==> src/rtl/iter_shifter.sv <==
// Iterative SLL/SRL/SRA shifter: up to STEP bits per cycle, start/busy/done handshake.
// Optional rotate-right on op=11 when ITER_SHIFTER_ROTR_EN is defined (otherwise op=11 acts as SRL).
module iter_shifter #(
  parameter int WIDTH   = 32,
  parameter int SHAMT_W = 5,
  parameter int STEP    = 1
) (
  input  logic               clk,
  input  logic               reset,
  input  logic               start,
  input  logic [1:0]         op,
  input  logic [WIDTH-1:0]   a,
  input  logic [SHAMT_W-1:0] shamt,
  output logic               busy,
  output logic               done,
  output logic [WIDTH-1:0]   y
);

  typedef enum logic [1:0] {
    S_IDLE  = 2'd0,
    S_SHIFT = 2'd1,
    S_DONE  = 2'd2
  } state_t;

  localparam logic [1:0] OP_SLL = 2'b00;
  localparam logic [1:0] OP_SRA = 2'b10;
`ifdef ITER_SHIFTER_ROTR_EN
  localparam logic [1:0] OP_ROTR = 2'b11;
`endif
  localparam logic [SHAMT_W-1:0] STEP_AMT = SHAMT_W'(STEP);

  state_t               r_state;
  logic [WIDTH-1:0]     r_work;
  logic [WIDTH-1:0]     r_y;
  logic [SHAMT_W-1:0]   r_rem;
  logic [1:0]           r_op;
  logic                 r_sign;

  logic [SHAMT_W-1:0]   w_k;
  logic [SHAMT_W-1:0]   w_rem_next;
  logic [WIDTH-1:0]     w_fill_mask;
  logic [WIDTH-1:0]     w_shifted;
`ifdef ITER_SHIFTER_ROTR_EN
  logic [2*WIDTH-1:0]   w_rot;
`endif

  // k = min(STEP, rem); rem is never below k, so it cannot underflow.
  assign w_k         = (r_rem < STEP_AMT) ? r_rem : STEP_AMT;
  assign w_rem_next  = r_rem - w_k;
  assign w_fill_mask = ~({WIDTH{1'b1}} >> w_k);

  always_comb begin
    w_shifted = r_work >> w_k;
`ifdef ITER_SHIFTER_ROTR_EN
    w_rot = {r_work, r_work} >> w_k;
`endif
    case (r_op)
      OP_SLL: w_shifted = r_work << w_k;
      OP_SRA: w_shifted = (r_work >> w_k) | (r_sign ? w_fill_mask : '0);
`ifdef ITER_SHIFTER_ROTR_EN
      OP_ROTR: w_shifted = w_rot[WIDTH-1:0];
`endif
      default: ;
    endcase
  end

  always_ff @(posedge clk or posedge reset) begin
    if (reset) begin
      r_state <= S_IDLE;
      r_work  <= '0;
      r_y     <= '0;
      r_rem   <= '0;
      r_op    <= '0;
      r_sign  <= 1'b0;
    end else begin
      case (r_state)
        S_IDLE, S_DONE: begin
          if (start) begin
            r_work <= a;
            r_op   <= op;
            r_sign <= a[WIDTH-1];
            r_rem  <= shamt;
            if (shamt == '0) begin
              r_state <= S_DONE;
              r_y     <= a;
            end else begin
              r_state <= S_SHIFT;
            end
          end else begin
            r_state <= S_IDLE;
          end
        end
        S_SHIFT: begin
          r_work <= w_shifted;
          r_rem  <= w_rem_next;
          if (w_rem_next == '0) begin
            r_state <= S_DONE;
            r_y     <= w_shifted;
          end
        end
        default: r_state <= S_IDLE;
      endcase
    end
  end

  assign busy = (r_state == S_SHIFT);
  assign done = (r_state == S_DONE);
  assign y    = r_y;

endmodule

==> config.mk <==
export PLATFORM = sky130hd
export DESIGN_NAME = iter_shifter
export DESIGN_NICKNAME = d
export VERILOG_FILES = /design/src/rtl/iter_shifter.sv
export SDC_FILE = /design/constraint.sdc
export NUM_CORES = 1
export LEC_CHECK = 0
export BUFFER_PORTS_ARGS = -buffer_cell sky130_fd_sc_hd__buf_2
export CAP_MARGIN = 40
export CELL_PAD_IN_SITES_DETAIL_PLACEMENT = 1
export CELL_PAD_IN_SITES_GLOBAL_PLACEMENT = 1
export CORE_MARGIN = 5
export CORE_UTILIZATION = 43
export CTS_CLUSTER_DIAMETER = 30
export CTS_CLUSTER_SIZE = 8
export DETAILED_ROUTE_END_ITERATION = 12
export GPL_TIMING_DRIVEN = 0
export PLACE_DENSITY_LB_ADDON = 0.12
export SLEW_MARGIN = 25
export SYNTH_ARGS = -nofsm -noshare
export SYNTH_HDL_FRONTEND = slang
export SYNTH_SLANG_ARGS = --single-unit
==> constraint.sdc <==
create_clock -name clk -period 2.62 [get_ports clk]
set_input_delay 0.262 -clock clk [delete_from_list [all_inputs] [get_ports clk]]
set_output_delay 0.262 -clock clk [all_outputs]
set_load 0.02 [all_outputs]
==> key figures <==
Run status
  • Outcome: finished, final reports clean

Global routing
  • Vias in the first global route: 4,248
  • Initial antenna violation count: 0
  • Grt total ovfl: 0
  • Total Routing Usage GR: around a quarter
  • First-pass GRT wire length: between 20,000 and 25,000 µm
  • Pin count of the biggest net entering global routing: 47

Die
  • Row cnt: 36
  • Core area: between 0.009 and 0.01 mm²
  • I/O pins: 76
  • Die H: 110 µm
  • Die area: 0.0122 mm²
  • Die width: 110 µm
  • Initial core utilization: ~44%

Synthesis
  • Synth Net Count: 496
  • Synth Cell Area: 0.00433 mm²
  • Yosys top cell by area: dfrtp_1
  • Post-synthesis sequential area ratio: between 40% and 50%
  • Post-Syn Instances: 453
  • Ys async rst share: between 90% and 100%
  • Synth warn: 0
  • Flops & latches, synth: 74
  • Syn Area/Cell: 9.55 µm²
  • EDFF count, synth: 0
  • Primary FF master, synth: dfrtp_1
  • Synth area leaders: dfrtp_1, o21ai_0, mux2_2
  • Netlist cell types: 41
  • Area share of the largest cell type after synthesis: 42.8%

Timing
  • Hold WS: 0.108 ns
  • Final Max Tran Viols: 0
  • F_max: between 0.3 and 0.4 GHz
  • Final worst slack: 0.110 ns
  • Period minus WS final: around 2.5 ns
  • Slew headroom: 47.9%
  • Final period utilization: 95.8%
  • Final hold viol count: 0
  • Worst Tran Pin Value: 0.778 ns
  • Final setup viols: 0
  • Layout Skew: 0.00753 ns

Clock tree
  • H-tree level count: 3
  • Clock Path Buffers: 2
  • Clock latency at the later pin of the worst-skew pair: 0.36 ns
  • CTS tree: done
  • Clock transition at path regs: about 0.08 ns
  • CTS Root Cell: clkbuf_8
  • Clk sinks: 74
  • TritonCTS buffer count: 9

Detailed routing
  • Vias: between 4,000 and 5,000
  • Initial DRC count: about 240
  • Drt wl/cell: 20.1 µm
  • Drt drc: 0
  • TritonRoute pass-1 iters: 5
  • Routed Antenna Nets: 0
  • Routed vias/inst: 6.01
  • Routed Wire Length: around 14,000 µm

Placed design
  • Dpl hpwl: slightly below 10,000 µm
  • GPL Wtd Cong: approximately 0.82
  • Port Buffers: 75
  • Pre-CTS setup slack: -0.135 ns

Critical path
  • Req. time, crit path: 2.87 ns
  • Critical path data arrival time: 2.76 ns
  • Worst r2r path cells: 8
  • Startpoint Class: register
  • R2R Setup Slk: 0.11 ns
  • Critical-path maximum fanout: 10
  • Critical Path Start: r_rem[2]$_DFFE_PP0P_
  • Crit end category: register
  • RR Startpoint: r_rem[2]$_DFFE_PP0P_
  • Crit path kind: register to register

Min path
  • Min-delay worst type: input pin to register
  • Hold path startpoint: op[0]
  • Hold depth: 3

Layout
  • Fillers: 1,159
  • Final net count: roughly 590
  • Area Overhead vs Synth: 18.0%
  • Antenna Cells: 0
  • Layout cells sized above 1: 27.8%

Power and ir drop
  • Leakage: 2.09 nW
  • Design Power: 0.00802 W
  • Max VDD drop: 0.507 mV
  • Pwr Density: 1570 mW/mm²

Run
  • MaxCap Viol Count: 0
cell type report:
cell class,count,area [µm²],share of cell area [%]
clock inverter,2,10.0,0.196
buffer,44,220,4.32
timing repair buffer,79,428,8.39
tap,133,166,3.26
sequential,74,1850,36.3
multi-input combinational,325,2220,43.5
inverter,9,36.3,0.711
clock buffer,14,173,3.38
worst paths after layout:
check,endpoint
max,y[0]$_DFFE_PP0P_
min,r_op[0]$_DFFE_PP0P_
max reg2reg,y[0]$_DFFE_PP0P_
min reg2reg,r_sign$_DFFE_PP0P_
max in group asynchronous,r_work[20]$_DFFE_PP0P_
min in group asynchronous,r_rem[0]$_DFFE_PP0P_
stage by stage:
stage          TNS (ns)  util, %  std cells  area, µm²
2_1_floorplan         0        -        453       4330
3_3_place_gp     -47.92     49.8        661       4870
3_5_place_dp      -3.04     50.1        662       4900
4_1_cts               0     52.1        679       5090
5_1_grt         -0.0857     52.2        680       5100
6_report              0     52.2        680       5100
cells by family after synthesis:
group,after synthesis,synth area share (%)
AOI/OAI and AO/OA,203,32.0
adders and majority gates,1,0.289
DFF,74,42.8
and+or+nand+nor,86,9.75
buffers and inverters,54,5.93
muxes,35,9.26
flip-flops by register name (all words and copies together) (netlist names):
signal and count:
r_op 2, r_rem 5, r_sign 1, r_state 2
r_work 32, y 32
Yosys cell counts (3+ instances only):
cell / count
a221oi_1: 30
buf_1: 3
buf_2: 7
buf_6: 6
clkbuf_1: 29
dfrtp_1: 74
inv_1: 8
mux2_2: 32
nand2_1: 43
nand3b_1: 3
nor2_1: 12
nor3b_1: 14
o21a_1: 34
o21ai_0: 89
o221a_2: 6
o31ai_1: 31
timing repair:
item / in CTS / in global routing
resized for setup: 1 / 1
pin swaps: 0 / 1
endpoints found under the hold margin: 28 / 0
hold buffers: 1 / 0
setup buffers: 0 / 2
setup endpoints to repair: 29 / 30
where the power goes:
group	switching (W)	total (W)	internal [W]
combinational	0.00297	0.00494	0.00197
sequential	0.000454	0.00221	0.00176
clock	0.000441	0.000862	0.000420
total	0.00387	0.00802	0.00415
layer usage:
layer  GRT usage [%]  share of wire, %
met5               0                 0
met4            8.09               1.4
met3            3.61               5.3
met2            38.2                48
met1            33.1                46
placed cells by master, fill, tap and decap left out, drive strengths merged, types with 3 or more instances in the layout:
cell type | synthesis | layout
inv | 8 | 8
a221oi | 30 | 30
o21a | 34 | 34
buf | 16 | 94
dfrtp | 74 | 74
clkbuf | 29 | 42
o21ai | 89 | 89
clkinv | 1 | 3
o31ai | 31 | 31
mux2 | 34 | 34
nor2 | 12 | 12
nand3b | 3 | 3
nor3b | 14 | 14
nand2 | 43 | 43
o221a | 6 | 6
worst max-delay path, cell delays in order, from the launching register on:
cell	delay (ns)
dfrtp_1	0.45
nor3_1	0.25
buf_2	0.29
a21o_1	0.18
ha_1	0.19
nand3_1	0.15
o32ai_4	0.30
buf_6	0.23
mux2_2	0.35
(Power assumes the default switching activity.)
